<file path="src/rtl/counter_arbiter.sv">
// Round-robin arbiter that grants increments on a shared counter and stops
// issuing them once the counter reaches the terminal count.
//
//   state | meaning
//   ------+---------------------------------------------------------------
//   CLEAR | drive ctr_rst to zero the shared counter, no grants
//   RUN   | arbitrate requests, one increment per grant, watch the limit
//   FULL  | terminal count reached, requests ignored until clear
module counter_arbiter #(
    parameter int N = 8,
    parameter int R = 4
) (
    input  logic         clk,
    input  logic         rst,
    input  logic [R-1:0] req,
    output logic [R-1:0] gnt,
    input  logic         clear,
    input  logic [N-1:0] limit,
    input  logic [N-1:0] count,
    output logic         incr,
    output logic         ctr_rst,
    output logic         full
);

    localparam int PW = (R > 1) ? $clog2(R) : 1;

    typedef enum logic [1:0] {
        CLEAR = 2'd0,
        RUN   = 2'd1,
        FULL  = 2'd2
    } state_t;

    state_t         state;
    state_t         state_nxt;
    logic [PW-1:0]  ptr;
    logic [PW-1:0]  ptr_nxt;
    logic [R-1:0]   gnt_nxt;
    logic [PW-1:0]  pick_idx;
    logic           pick_vld;
    logic [N:0]     pending;
    logic           at_limit;

    // The increment still in flight counts toward the limit, so back-to-back
    // grants never overshoot it.
    assign pending  = {1'b0, count} + {{N{1'b0}}, incr};
    assign at_limit = (pending >= {1'b0, limit});

    // Round-robin search starting at ptr; walking offsets from the far end
    // down lets the closest requester overwrite the others.
    always_comb begin
        int            idx;
        logic [PW-1:0] idx_w;
        pick_vld = 1'b0;
        pick_idx = '0;
        idx      = 0;
        idx_w    = '0;
        for (int k = R - 1; k >= 0; k--) begin
            idx   = (int'(ptr) + k) % R;
            idx_w = idx[PW-1:0];
            if (req[idx_w]) begin
                pick_vld = 1'b1;
                pick_idx = idx_w;
            end
        end
    end

    // Next-state, next-grant and next-pointer decision.
    always_comb begin
        state_nxt = state;
        gnt_nxt   = '0;
        ptr_nxt   = ptr;
        case (state)
            CLEAR: begin
                state_nxt = clear ? CLEAR : RUN;
            end
            RUN: begin
                if (clear) begin
                    state_nxt = CLEAR;
                end else if (at_limit) begin
                    state_nxt = FULL;
                end else if (pick_vld) begin
                    gnt_nxt[pick_idx] = 1'b1;
                    ptr_nxt = (pick_idx == PW'(R - 1)) ? '0 : pick_idx + 1'b1;
                end
            end
            FULL: begin
                if (clear) begin
                    state_nxt = CLEAR;
                end
            end
            default: begin
                state_nxt = CLEAR;
            end
        endcase
    end

    // State, pointer and all outputs registered; reset drops any grant at once.
    always_ff @(posedge clk or posedge rst) begin
        if (rst) begin
            state   <= CLEAR;
            ptr     <= '0;
            gnt     <= '0;
            incr    <= 1'b0;
            ctr_rst <= 1'b1;
            full    <= 1'b0;
        end else begin
            state   <= state_nxt;
            ptr     <= ptr_nxt;
            gnt     <= gnt_nxt;
            incr    <= |gnt_nxt;
            ctr_rst <= (state_nxt == CLEAR);
            full    <= (state_nxt == FULL);
        end
    end

endmodule

</file>
<file path="config.mk">
export PLATFORM = sky130hd
export DESIGN_NAME = counter_arbiter
export DESIGN_NICKNAME = d
export VERILOG_FILES = /design/src/rtl/counter_arbiter.sv
export SDC_FILE = /design/constraint.sdc
export NUM_CORES = 1
export LEC_CHECK = 0
export ABC_AREA = 1
export BUFFER_PORTS_ARGS = -buffer_cell sky130_fd_sc_hd__buf_4
export CAP_MARGIN = 20
export CELL_PAD_IN_SITES_DETAIL_PLACEMENT = 0
export CELL_PAD_IN_SITES_GLOBAL_PLACEMENT = 1
export CORE_MARGIN = 2
export CORE_UTILIZATION = 35
export CTS_CLUSTER_DIAMETER = 60
export DETAILED_ROUTE_END_ITERATION = 10
export HOLD_SLACK_MARGIN = 0.15
export PLACE_DENSITY = 0.86
export SYNTH_ARGS = -nofsm -noshare
export SYNTH_HDL_FRONTEND = slang
export SYNTH_SLANG_ARGS = --single-unit
</file>
<file path="constraint.sdc">
create_clock -name clk -period 2.7 [get_ports clk]
set_clock_uncertainty 0.15 [all_clocks]
set_input_delay 0.81 -clock clk [delete_from_list [all_inputs] [get_ports clk]]
set_output_delay 0.81 -clock clk [all_outputs]
set_load 0.01 [all_outputs]
</file>
# Word-level counts from Yosys, hierarchy flattened
# Index checks and enable logic that the tools add are counted.
[op_classes]
addsub = 5
n_lt_le_gt_ge = 7
eq_ne = 4
n_mux = 28
n_bitwise = 2
n_reduce_logical = 5
[ops]
columns = ["op", "count"]
rows = [
  ["$mux 2", 8],
  ["$mux 4", 4],
  ["$lt 2x3->1 const B", 5],
  ["$mux 1", 10],
  ["$add 8x1->9", 1],
  ["$ge 9x8->1", 1],
  ["$bmux 1 s2", 4],
  ["$eq 2x2->1 const B", 3],
  ["$pmux 2 s3", 1],
  ["$add 2x1->2 const B", 2],
  ["$add 2x2->2 const B", 2],
  ["$logic_not 2->1", 2],
  ["$reduce_and 4->1", 1],
  ["$reduce_or 4->1", 1],
  ["$demux 1 s2", 1],
  ["$eq 2x1->1 const B", 1],
  ["$ge 2x1->1 const B", 1],
  ["$not 1->1", 2],
  ["$logic_and 1x1->1", 1],
]
[totals]
register_bits = 11
output_inout_bits = 7
wordCells = 57

# Longest topological paths before layout
[depth]
word_depth = 16
depth_mapped = 15
ltp_nobuf = 15

# Worst setup path after synthesis
# OpenSTA, ideal clock, no wires.
[synth_path]
path_type = "input to register"
from = "in count[0]"
to = "reg ptr[0]"
arrival_ps = 2421
t_required_ps = 2431
path_slack_ps = 10
path_stages = 15
cell_sequence = "ha_1 ha_1 nand3_1 xnor2_1 ha_1 nand2_1 inv_1 nand2_1 nand3_1 nand2_1 nand2_1 nand2_1 nand3_4 nand2_1 o21ai_2"
[synth_via]
elab_chain_cells = 4
[synth_lines]
columns = ["item", "line", "text"]
rows = [
  ["start: declaration", "19", "input logic [N-1:0] count,"],
  ["$add 8x1->9", "45", "assign pending = {1'b0, count} + {{N{1'b0}}, incr};"],
  ["$ge 9x8->1", "46", "assign at_limit = (pending >= {1'b0, limit});"],
  ["$not 1->1 (no line)", "n/a", ""],
  ["$reduce_and 4->1 (no line)", "n/a", ""],
  ["end signal: assignment", "108", "ptr <= ptr_nxt;"],
  ["end: declaration", "35", "logic [PW-1:0] ptr;"],
]
# Every way passes these cells.
# A chain may end at the register's enable or synchronous reset.

# Worst setup path in the final report
# Ends and elaborated chain as after synthesis.

==> run_results.csv <==
group,metric,value,unit
sta,slew_violations,0,
clock_tree,cts_tree,"done",
synth,synthAdderAreaFrac,0.168,
hold_path,hold_class,"flip-flop to flip-flop",
critical_path,max_stage_delay,0.30,ns
synth,synth_nets,184,
synth,ys_ff_latch,11,
global_route,grt_pass1_vias,912,
pwr,peakVddDrop,382,uV
sta,final.period_utilization,0.943,
pwr,p_leak,0.783,nW
routing,num_vias,995,
flow_run,maxCapViolCount,0,
critical_path,critical_path_class,"input port to flip-flop",
layout,finalNetCount,219,
synth,ys_warn_count,0,
critical_path,critPathArrivalTime,2.56,ns
die,row_count,19,
routing,routedWlPerCell,9.92,um
clock_tree,max-clock-path-buffers,2,
critical_path,ff2ff_setup_slack,0.36,ns
critical_path,cp_slowest_cell,"ha_1",
critical_path,start_kind,"input port",
layout,final_cell_area,0.00139,mm^2
die,start_util,0.375,
critical_path,crit_end,"ptr[0]",
synth,synth_xor_area_frac,0.0336,
placed_design,place_congestion,0.842,
critical_path,rr_worst_depth,13,
clock_tree,htree_levels,1,
layout,n_fill_cell,271,
synth,syn_avg_cell_area,7.09,um^2
routing,drt_first_iter_violations,42,
layout,area_growth,33.3,%
hold_path,whs_path_depth,1,
clock_tree,clk_pin_slew,0.06,ns
sta,finalSetupTns,0,ns
global_route,grt_overflow,0,
critical_path,cp-end-kind,"flip-flop",
synth,synth_mux_area_frac,0,
critical_path,crit_start,"count[0]",
routing,drc_errors,0,
routing,drt_wl_total,2.10,mm
synth,synth_compound_area_frac,0.106,
sta,relSlewSlack,0.739,
synth,yosysSeqAreaShare,0.265,
clock_tree,holdBufCountCts,0,
sta,layout_min_cycle_time,2.55,ns
synth,synth-simple-area-share,0.310,
synth,syn-cell-area,0.00104,mm^2
synth,synthDistinctLibCells,25,
clock_tree,post_cts_buffers,0,
routing,detail-route-antenna-nets,0,
critical_path,timing.rr.end,"ptr[0]",
die,dieHeight,58.6,um
sta,worst_pin_slew,0.391,ns
global_route,antenna_found_initial,0,
routing,vias_per_cell,4.69,
die,ios,30,
placed_design,placed_area,0.00130,mm^2
pwr,power.density,655,mW/mm^2
routing,first_pass_iters,4,
placed_design,post-dp-hpwl,1.77,mm
sta,fmax,0.393,GHz
synth,postSynthCellCount,147,
global_route,grt_max_degree,12,
sta,setup_viol,0,
synth,synth_top_family_by_area,"simple AND/OR/NAND/NOR gates",
layout,drive_gt1_frac,0.309,
clock_tree,cts_root_buf,"clkbuf_4",
critical_path,worstPathMaxFanout,8,
clock_tree,clock-sinks,11,
clock_tree,insertion_delay,0.27,ns
placed_design,numPortBuffers,29,
sta,timing_hold_violations_final,0,
clock_tree,cts_buffers,3,
critical_path,r2r-start,"incr",
die,die_w,58.6,um
sta,whs,0.306,ns
die,core_area,0.00278,mm^2
die,die-area,0.00343,mm^2
layout,diodes,0,
global_route,grtUsageTotal,0.137,
critical_path,required,2.71,ns
critical_path,path_cells,"buf_4, ha_4, ha_4, nand3_4, buf_4, nor3_4, nor2_1, ha_1, a21oi_1, nand2_1, nand2_2, nand3_4, nand2_1, o21ai_2",
global_route,grt_pass1_wl,3.68,mm
run_status,status,"complete, no violations",
[registers in the layout (all words and copies together) (netlist names)]
signal and cells:
incr 1, ctr_rst 1, state 2, gnt 4, full 1, ptr 2
[per-layer routing]
metal / up-vias / global-route usage / wire, um
met5: - / 0 / 0
met4: 0 / 0.0390 / 13
met3: 2 / 0.0418 / 149
met2: 26 / 0.218 / 1010
met1: 439 / 0.179 / 928
li1: 528 / - / -
[final cells by class]
cell class / instances / area, um^2 / area share
well taps: 31 / 38.8 / 0.0279
repair buffers: 31 / 233 / 0.168
multi-input cells: 106 / 703 / 0.506
flip-flops and latches: 11 / 277 / 0.199
inverters: 29 / 111 / 0.0802
clock buffers: 4 / 26.3 / 0.0189
[report_power, final]
group / internal (mW) / leakage (nW) / switching (mW) / total [mW]
clock: 0.0572 / 0.0150 / 0.0523 / 0.110
combinational: 0.229 / 0.623 / 0.333 / 0.562
sequential: 0.196 / 0.144 / 0.0417 / 0.238
total: 0.483 / 0.783 / 0.427 / 0.909
[layout by cell type, fill, tap and decap left out, types with 2 or more instances in the layout]
| cell | count |
|---|---|
| a21oi_1 | 4 |
| nand2_1 | 41 |
| a21oi_2 | 4 |
| nand3_2 | 2 |
| ha_4 | 2 |
| buf_4 | 31 |
| nand3_4 | 2 |
| o21ai_0 | 2 |
| clkbuf_4 | 3 |
| nor2_1 | 13 |
| nand2_2 | 5 |
| inv_1 | 27 |
| dfrtp_1 | 10 |
| ha_1 | 12 |
| xor2_1 | 2 |
| o21ai_1 | 3 |
| nand3_1 | 5 |
| o2111ai_1 | 2 |
[repair_timing]
item,4_1_cts,5_1_grt
setup endpoints to repair,2,10
cloned,0,0
resized for setup,1,10
pin swaps,0,4
[worst max-delay path, delay by kind of cell]
kind                     cells  cell delay, ns
AO/OA/AOI/OAI                2            0.21
adder cells (fa/ha/maj)      3            0.59
buffers and inverters        2            0.25
AND/OR/NAND/NOR              7            0.69
[cell usage after synthesis, drive strengths merged]
cell type | instances | area, um^2
ha | 14 | 175
or2 | 1 | 8.76
nor3 | 1 | 10.0
a21boi | 1 | 7.51
dfrtp | 10 | 250
nor3b | 1 | 7.51
nand2 | 46 | 180
buf | 1 | 11.3
inv | 29 | 111
nand3 | 9 | 67.6
xnor2 | 2 | 17.5
a21oi | 8 | 51.3
o21ai | 6 | 33.8
nor2 | 13 | 48.8
dfstp | 1 | 26.3
o2111ai | 2 | 17.5
xor2 | 2 | 17.5
[how the worst min path moves through the flow]
stage	from	endpoint	slack, ns
final	state[0]	state[0]	0.31
after global routing	state[0]	state[0]	0.32
after CTS	state[0]	state[0]	0.31
after detailed placement	state[0]	state[0]	0.30
after global placement	state[0]	state[0]	0.30
after floorplan	state[0]	state[0]	0.27
[cell families after synthesis]
| group | Yosys count |
|---|---|
| buf+inv | 30 |
| xor+xnor | 4 |
| fa+ha+maj | 14 |
| compound gates | 17 |
| flops | 11 |
| simple gates | 71 |
[metrics by stage]
step | setup WS [ns] | util | cells | power (mW)
global route | -0.00288 | 0.499 | 212 | 1.04
floorplan | 0.0105 | - | 147 | 0.667
finish | 0.153 | 0.499 | 212 | 0.909
detailed placement | -0.328 | 0.468 | 208 | 0.794
CTS | 0.0158 | 0.479 | 212 | 0.911
global placement | -0.269 | 0.468 | 208 | 0.786
Power figures use the tool's default switching activity.
